$ cat config.mk
export PLATFORM = sky130hd
export DESIGN_NAME = gray_sync_decoder
export DESIGN_NICKNAME = d
export VERILOG_FILES = /design/src/rtl/gray_sync_decoder.sv
export SDC_FILE = /design/constraint.sdc
export NUM_CORES = 1
export LEC_CHECK = 0
export CAP_MARGIN = 15
export CORE_ASPECT_RATIO = 0.8
export CORE_MARGIN = 2
export CORE_UTILIZATION = 62
export DETAILED_ROUTE_END_ITERATION = 16
export DONT_BUFFER_PORTS = 1
export HOLD_SLACK_MARGIN = 0.1
export PLACE_DENSITY = 0.87
export SYNTH_ARGS = -nofsm -noshare
export SYNTH_HDL_FRONTEND = slang
export SYNTH_SLANG_ARGS = --single-unit
$ cat constraint.sdc
create_clock -name clk -period 3.45 [get_ports clk]
set_input_delay 0.69 -clock clk [delete_from_list [all_inputs] [get_ports clk]]
set_output_delay 0.69 -clock clk [all_outputs]
set_load 0.02 [all_outputs]
$ cat src/rtl/gray_sync_decoder.sv
// Purpose: synchronize a Gray-coded count from a foreign domain, validate single-bit steps, convert to binary.
// Latency: gray_in captured at edge n appears on bin_out/bin_valid after edge n+SYNC_STAGES (locked, legal step).
// Backpressure: none; the consumer cannot stall, and bin_valid/step_err are single-cycle registered pulses.
//
// Ports:
//   clk        rising-edge clock
//   rst_n      asynchronous active-low reset
//   gray_in    Gray-coded value from the foreign domain (may change at any time)
//   bin_out    last accepted value, binary
//   delta      (new - previous) mod 2^DATA_WIDTH for the last accepted step
//   bin_valid  one-cycle pulse when bin_out/delta update
//   locked     high while the decoder trusts the incoming sequence
//   step_err   one-cycle pulse on a multi-bit transition
//   err_count  saturating count of step_err pulses
module gray_sync_decoder #(
  parameter int DATA_WIDTH    = 8,
  parameter int SYNC_STAGES   = 2,
  parameter int STABLE_CYCLES = 4
) (
  input  logic                  clk,
  input  logic                  rst_n,
  input  logic [DATA_WIDTH-1:0] gray_in,
  output logic [DATA_WIDTH-1:0] bin_out,
  output logic [DATA_WIDTH-1:0] delta,
  output logic                  bin_valid,
  output logic                  locked,
  output logic                  step_err,
  output logic [7:0]            err_count
);

  // The stable counter only ever holds 0..STABLE_CYCLES-1; it is cleared on lock.
  localparam int CNT_W = (STABLE_CYCLES > 1) ? $clog2(STABLE_CYCLES) : 1;
  localparam logic [CNT_W-1:0] CNT_LAST = CNT_W'(STABLE_CYCLES - 1);

  typedef enum logic {
    ST_UNLOCKED = 1'b0,
    ST_LOCKED   = 1'b1
  } state_e;

  state_e state_q, state_d;

  logic [DATA_WIDTH-1:0] sync_q [SYNC_STAGES];
  logic [DATA_WIDTH-1:0] g_s;
  logic [DATA_WIDTH-1:0] g_ref_q, g_ref_d;
  logic [CNT_W-1:0]      stable_cnt_q, stable_cnt_d;
  logic [DATA_WIDTH-1:0] bin_out_q, bin_out_d;
  logic [DATA_WIDTH-1:0] delta_q, delta_d;
  logic                  bin_valid_q, bin_valid_d;
  logic                  step_err_q, step_err_d;
  logic [7:0]            err_count_q, err_count_d;

  logic [DATA_WIDTH-1:0] diff;
  logic [DATA_WIDTH-1:0] bin_s;
  logic                  hd_zero;
  logic                  hd_one;
  logic                  hd_multi;

  // Bit i of the binary value is the XOR of all Gray bits at and above i.
  function automatic logic [DATA_WIDTH-1:0] gray2bin(input logic [DATA_WIDTH-1:0] g);
    logic [DATA_WIDTH-1:0] b;
    b = '0;
    for (int i = 0; i < DATA_WIDTH; i++) begin
      b[i] = ^(g >> i);
    end
    return b;
  endfunction

  // ---------------------------------------------------------------------------
  // Synchronizer chain; stage 0 is the only flop that sees the foreign domain.
  // ---------------------------------------------------------------------------
  always_ff @(posedge clk or negedge rst_n) begin
    if (!rst_n) begin
      for (int i = 0; i < SYNC_STAGES; i++) begin
        sync_q[i] <= '0;
      end
    end else begin
      sync_q[0] <= gray_in;
      for (int i = 1; i < SYNC_STAGES; i++) begin
        sync_q[i] <= sync_q[i-1];
      end
    end
  end

  assign g_s   = sync_q[SYNC_STAGES-1];
  assign bin_s = gray2bin(g_s);
  assign diff  = g_s ^ g_ref_q;

  // Hamming distance classified as 0 / 1 / >=2: a non-zero vector with a
  // single set bit is a power of two, so clearing its lowest set bit leaves 0.
  assign hd_zero  = (diff == '0);
  assign hd_one   = !hd_zero && ((diff & (diff - DATA_WIDTH'(1))) == '0);
  assign hd_multi = !hd_zero && !hd_one;

  // ---------------------------------------------------------------------------
  // FSM: state register
  // ---------------------------------------------------------------------------
  always_ff @(posedge clk or negedge rst_n) begin
    if (!rst_n) begin
      state_q <= ST_UNLOCKED;
    end else begin
      state_q <= state_d;
    end
  end

  // ---------------------------------------------------------------------------
  // FSM: next-state logic
  // ---------------------------------------------------------------------------
  always_comb begin
    state_d = state_q;
    case (state_q)
      ST_UNLOCKED: begin
        if (hd_zero && (stable_cnt_q == CNT_LAST)) begin
          state_d = ST_LOCKED;
        end
      end
      ST_LOCKED: begin
        if (hd_multi) begin
          state_d = ST_UNLOCKED;
        end
      end
      default: state_d = ST_UNLOCKED;
    endcase
  end

  // ---------------------------------------------------------------------------
  // FSM: output / datapath next-state logic
  // ---------------------------------------------------------------------------
  always_comb begin
    g_ref_d      = g_ref_q;
    stable_cnt_d = stable_cnt_q;
    bin_out_d    = bin_out_q;
    delta_d      = delta_q;
    bin_valid_d  = 1'b0;
    step_err_d   = 1'b0;
    err_count_d  = err_count_q;

    case (state_q)
      ST_UNLOCKED: begin
        if (hd_zero) begin
          if (stable_cnt_q == CNT_LAST) begin
            // Lock: publish the settled value; no step has been taken yet.
            bin_out_d    = bin_s;
            delta_d      = '0;
            bin_valid_d  = 1'b1;
            stable_cnt_d = '0;
          end else begin
            stable_cnt_d = stable_cnt_q + CNT_W'(1);
          end
        end else begin
          // Input still moving: restart the stability window on the new value.
          g_ref_d      = g_s;
          stable_cnt_d = '0;
        end
      end

      ST_LOCKED: begin
        if (hd_one) begin
          g_ref_d     = g_s;
          bin_out_d   = bin_s;
          delta_d     = bin_s - bin_out_q;  // modulo 2^W: wrap gives 1, backward gives all-ones
          bin_valid_d = 1'b1;
        end else if (hd_multi) begin
          // Published outputs are left untouched; only the reference moves.
          step_err_d   = 1'b1;
          err_count_d  = (err_count_q == 8'hFF) ? 8'hFF : err_count_q + 8'd1;
          g_ref_d      = g_s;
          stable_cnt_d = '0;
        end
      end

      default: begin
        g_ref_d      = g_s;
        stable_cnt_d = '0;
      end
    endcase
  end

  // ---------------------------------------------------------------------------
  // Datapath registers
  // ---------------------------------------------------------------------------
  always_ff @(posedge clk or negedge rst_n) begin
    if (!rst_n) begin
      g_ref_q      <= '0;
      stable_cnt_q <= '0;
      bin_out_q    <= '0;
      delta_q      <= '0;
      bin_valid_q  <= 1'b0;
      step_err_q   <= 1'b0;
      err_count_q  <= 8'h00;
    end else begin
      g_ref_q      <= g_ref_d;
      stable_cnt_q <= stable_cnt_d;
      bin_out_q    <= bin_out_d;
      delta_q      <= delta_d;
      bin_valid_q  <= bin_valid_d;
      step_err_q   <= step_err_d;
      err_count_q  <= err_count_d;
    end
  end

  assign bin_out   = bin_out_q;
  assign delta     = delta_q;
  assign bin_valid = bin_valid_q;
  assign step_err  = step_err_q;
  assign err_count = err_count_q;
  assign locked    = (state_q == ST_LOCKED);

endmodule

======== After elaboration in Yosys (flattened, before gate mapping) ========
Cells that the tools add are included.
storage, ports and cells
  register bits ........................... 53
  output and inout port bits .............. 27
  logic and storage cells ................. 74
  input port bits ......................... 10
operators by class
  bitwise logic cells ..................... 4
  muxes and demuxes ....................... 28
  add/sub/neg operators ................... 4
  equality and inequality tests ........... 9
  reductions and logical operators ........ 19
operators by type and width
  kind                                                   count
  2-to-1 mux 8 bit                                       10
  XOR reduction 8 bit                                    8
  one-hot mux 8 bit (2 select lines)                     3
  logical NOT 8 bit                                      2
  adder 8 x 1 -> 8 bit, second input constant            1
  AND 8 bit                                              1
  == test 8 bit, second input constant                   1
  2-to-1 mux 1 bit                                       8
  2-to-1 mux 2 bit                                       4
  inequality test 2 bit, second input constant           4
  subtractor 8 x 1 -> 8 bit, second input constant       1
  subtractor 8 bit                                       1
  bitwise XOR 8 bit                                      1
  AND reduction 3 bit                                    2
  inequality test 2 x 1 -> 1 bit, second input constant  2
  one-hot mux 1 bit (2 select lines)                     2
  one-hot mux 2 bit (2 select lines)                     1
  AND reduction 2 bit                                    2
  logical AND 1 bit                                      3
  inequality test 3 x 1 -> 1 bit, second input constant  1
  adder 2 x 1 -> 2 bit, second input constant            1
  == test 2 bit, second input constant                   1
  logical NOT 1 bit                                      2
  NOT 1 bit                                              2

======== Logic depth before layout (Yosys ltp) ========
  depth after elaboration ................. 10
  mapped depth ............................ 13
  gate-level depth less buffers ........... 13

======== Least setup slack after synthesis ========
No wires, ideal clock.
  path type ............................... register to register
  from .................................... register sync_q (netlist bit g_s[7])
  to ...................................... register delta_q[6] (netlist: delta[6])
  cell stages (with the launch flop) ...... 14
  arrival ................................. 3.019 ns
  setup time .............................. 0.103 ns
  slack ................................... 0.327 ns
  path buffers ............................ 0
  required time ........................... 3.347 ns
  period minus slack after synthesis ...... 3.123 ns
  path through ............................ dfrtp_1 > xor2_1 > xor2_1 > xnor2_1 > xnor2_1 > xnor2_1 > ha_1 > fa_1 > nor2b_1 > o21ai_0 > a21oi_1 > o21a_1 > nor3_1 > o41ai_2
on the way
  longest elaborated chain between the ends .. 7
  elaborated cells on any way between the ends .. 20
  those cells by class .................... add/sub: 2; eq/ne: 2; mux: 2; bitwise: 2; reduce/logical: 12
RTL lines
  element                                          line  RTL
  from (decl)                                      42    logic [DATA_WIDTH-1:0] sync_q [SYNC_STAGES];
  from (signal, indexed assignment)                79    sync_q[i] <= sync_q[i-1];
  bitwise XOR 8 bit                                86    assign diff = g_s ^ g_ref_q;
  subtractor 8 x 1 -> 8 bit                        91    assign hd_one = !hd_zero && ((diff & (diff - DATA_WIDTH'(1))) == '0);
  AND 8 bit                                        91
  logical NOT 8 bit                                91
  logical AND 1 bit                                91
  inequality test 2 x 1 -> 1 bit (no source line)  n/a
  AND reduction 3 bit (no source line)             n/a
  to (signal assigned)                             194   delta_q <= delta_d;
  to (decl)                                        47    logic [DATA_WIDTH-1:0] delta_q, delta_d;
Several ways; a longest one is shown, not always the timed one. The select of a mux whose other input is x is not followed.
A chain may end at the register's enable or synchronous reset.

======== Worst setup path after layout ========
  from .................................... register sync_q (netlist bit g_s[6])
  to ...................................... register delta_q[6] (netlist: delta[6])
The elaborated chain is that of the path after synthesis.

==> results list <==
- In the final routed layout, each cell accounts on average for 16.3 µm.
* Starting density of the core: 0.635
* Antenna violations before repair: 0
* Vias in the first global route: 1419
- Leakage power summed over all cells: 1.16 nW
- Each instance of the synthesized netlist takes up on average 11.5 µm².
- At the later pin of the worst-skew pair, clock insertion delay measures 0.31 ns.
- For the pin with the worst max-slew slack, the measured transition is 0.777 ns.
- Entering global routing, the biggest net connects 54 pins.
* Deepest clock path buffer count: 2
* Final Hold Violating Endpoints: 0
- The design draws 1.18 mW.
* Post-synth net total: 225
* Detailed router's first-iteration violation count: 162
* Most common cell in the netlist: dfrtp_1
* Worst-case reg-to-reg path depth: 13
- CP arrival: 3.38 ns
- Number of top-level pins: 37
* Number of optimization iterations in the first detailed-route pass: 4
* Share of post-route cells with drive strength above 1: 0.132
* CTS Sinks: 53
- Antenna-violating nets left: 0
* Period Utilization, post-route: 0.921
* Synth Cell Area: 2370 µm²
* Distinct cells, synth: 39
- Of the synthesized area, sequential elements account for 0.561.
- Launching element type of the critical path: flip-flop
- In this design, the stage delay of the slowest critical-path cell is 0.44 ns.
- Area share of the leading cell type in the synthesized netlist: 0.561
- The number of slew-limit violations in the final report came to 0.
* Cells traversed along the worst timing path: xor2_2 -> xor2_2 -> xnor2_2 -> xnor2_2 -> xnor2_1 -> ha_1 -> fa_1 -> nor2b_1 -> o21ai_0 -> a21oi_1 -> o21a_1 -> nor3_1 -> o41ai_2
- Along the worst path, the maximum fanout reaches 4.
* Number of cell rows: 20
* Clock-pin transition on the worst setup and hold timing paths: 0.09 ns
- In this run the power density over the cells is 467 nW/µm².
- Root Driver: clkbuf_8
- Die Outline Area: 4330 µm²
* Required time at the worst-slack endpoint: 3.66 ns
* Routed via count divided by cell count: 6.09
* Via count: 1510
- Fmax: 0.315 GHz
- The first global-routing pass estimated 6.38 mm of wire.
- Measured along the x axis, the die boundary spans 73.1 µm.
* Max-slew headroom at the worst pin: 0.481
- The most used flip-flop cell after synthesis is dfrtp_1.
- Of all cell types, the one taking the most synthesized area is dfrtp_1.
- The net count of the finished layout is 223.
- Area growth from synthesis to layout: 7.14%
- Of all flip-flops after synthesis, the portion carrying an async set or reset was 1.00.
* Syn. warnings: 0
- The run finished with clean final reports.
- Total setup buffers inserted after CTS: 0
- In the synthesized netlist, the number of instances is 205.
* Flops & latches, synth: 53
- Setup Skew: 0.00591 ns
- The HPWL after detailed placement is 2.86 mm.
* Global-route usage over all layers: 0.197
- The largest individual stage delay along the critical path comes from the cell dfrtp_1.
- Number of synthesized flops with an enable pin: 0
* Cell types with the largest area share after synthesis: dfrtp_1 (56%), ha_1 (4.8%), xor2_1 (4.4%)
* Hold slack: 0.233 ns
- For this run, design rule violations remaining after detail routing come to 0.
* Core area: 3730 µm²
- Overflow left after global routing: 0
* Peak supply drop: 0.000387 V
* Number of max-cap violations: 0
- Min Clock Period, post-route: 3.18 ns
- Port-buffer cells: 0
* Type of the worst setup path: flip-flop to flip-flop
- Nature of the critical path endpoint: flip-flop
* Number of buffers inserted during clock tree synthesis: 5
- TritonCTS built the clock tree.
- Number of antenna diodes: 0
- Counting instances in the post-synthesis netlist gives the leading cell types as dfrtp_1 (53), inv_1 (17), a21oi_1 (13).
- Setup violations remaining at the end of the flow were counted as 0.
- The min-delay analysis places its worst path in the category input pin to async pin.
- Vertical die dimension: 59.3 µm
- Global placer's final weighted congestion: 0.802
- The final layout contains routed wiring with a total length of 4.05 mm.
- In this run the number of H-tree levels came out at 2.
- Total of fill cells in the finished design: 257
-- layout make-up --
type | count | area [µm²] | share of cell area
Clock inverter | 3 | 22.5 | 0.00888
Inverter | 17 | 63.8 | 0.0252
Multi-Input combinational cell | 122 | 947 | 0.374
Sequential cell | 53 | 1330 | 0.524
Timing Repair Buffer | 4 | 50.0 | 0.0197
Clock buffer | 5 | 68.8 | 0.0271
Tap cell | 44 | 55.1 | 0.0217
-- metrics by stage --
step	TNS, ns	utilization	instance area (µm²)	std cells	setup slack [ns]
global placement	0	0.640	2380	239	0.298
finish	0	0.680	2530	248	0.273
global route	-0.00112	0.680	2530	248	-0.00112
CTS	0	0.671	2500	248	0.0656
detailed placement	0	0.640	2380	239	0.0724
floorplan	0	-	2370	205	0.327
-- registers in the layout, summed over array words and instances, names as in the netlist --
register,flops
bin_out,8
bin_valid,1
delta,8
err_count,8
g_ref_q,8
g_s,8
locked,1
stable_cnt_q,2
step_err,1
sync_q,8
-- power by group --
| part | total, mW | leakage, nW | internal, mW | switching, mW |
|---|---|---|---|---|
| Sequential | 0.646 | 0.684 | 0.635 | 0.0106 |
| Clock | 0.345 | 0.0364 | 0.142 | 0.202 |
| Combinational | 0.194 | 0.442 | 0.0819 | 0.112 |
| Total | 1.18 | 1.16 | 0.859 | 0.325 |
-- layout by cell type, fill, tap and decap left out, types with 2 or more instances in the layout --
cell type / synthesis / final
xnor2_1: 8 / 6
o21ai_0: 4 / 4
a2111oi_0: 2 / 2
inv_1: 17 / 17
buf_4: 0 / 3
o21a_1: 4 / 4
o41ai_2: 2 / 2
nor4_1: 2 / 2
o2bb2ai_1: 2 / 2
o41ai_1: 2 / 2
nand3_1: 12 / 12
a21oi_1: 13 / 13
or3_1: 2 / 2
mux2_2: 5 / 5
xnor2_2: 0 / 2
nand4_1: 2 / 2
and2_1: 2 / 2
nand2_1: 8 / 8
xor2_2: 0 / 2
nor3_1: 4 / 4
mux2i_1: 2 / 2
nor2b_1: 3 / 3
dfrtp_1: 53 / 52
and3_1: 3 / 3
nor2_1: 4 / 4
clkinvlp_4: 0 / 3
clkbuf_8: 0 / 5
ha_1: 9 / 9
xor2_1: 12 / 10
a31oi_1: 4 / 4
-- worst max-delay path, delay by kind of cell (launching register included) --
kind / cells / cell delay, ns
fa+ha+maj: 2 / 0.60
simple gates: 2 / 0.22
flops: 1 / 0.44
xor+xnor: 5 / 1.01
compound gates: 4 / 0.81
-- kinds of logic (layout without fill, tap and decap cells) --
group / Yosys count / after routing / share of synthesized area
AND/OR/NAND/NOR: 45 / 45 / 0.100
flip-flops: 53 / 53 / 0.561
adder cells (fa/ha/maj): 11 / 11 / 0.0603
XOR/XNOR: 20 / 20 / 0.0740
AO/OA/AOI/OAI: 39 / 39 / 0.121
multiplexers: 7 / 7 / 0.0323
buffers and inverters: 30 / 29 / 0.0518
-- final timing paths --
check / end / from / slack [ns]
setup / recovery: delta[6]$_DFFE_PN0P_ / g_s[6]$_DFF_PN0_ / 0.27
hold / removal: bin_valid$_DFF_PN0_ / rst_n / 0.23
setup reg to reg: delta[6]$_DFFE_PN0P_ / g_s[6]$_DFF_PN0_ / 0.27
hold reg to reg: g_s[3]$_DFF_PN0_ / sync_q[11]$_DFF_PN0_ / 0.35
max in group asynchronous: g_s[7]$_DFF_PN0_ / rst_n / 3.00
min in group clk: g_s[3]$_DFF_PN0_ / sync_q[11]$_DFF_PN0_ / 0.35
-- layer usage --
metal  global-route usage  vias up  routed length [µm]
li1                     -      705                   -
met2                0.290       62                1840
met5                    0        -                   0
met4               0.0873        0                  78
met3               0.0629        7                 270
met1                0.269      736                1860
-- what timing repair did --
item / 4_1_cts / 5_1_grt
setup endpoints to repair: 0 / 1
hold buffers: 1 / 0
endpoints found under the hold margin: 53 / 0
gates resized for setup: 0 / 5
(Power assumes the default switching activity.)
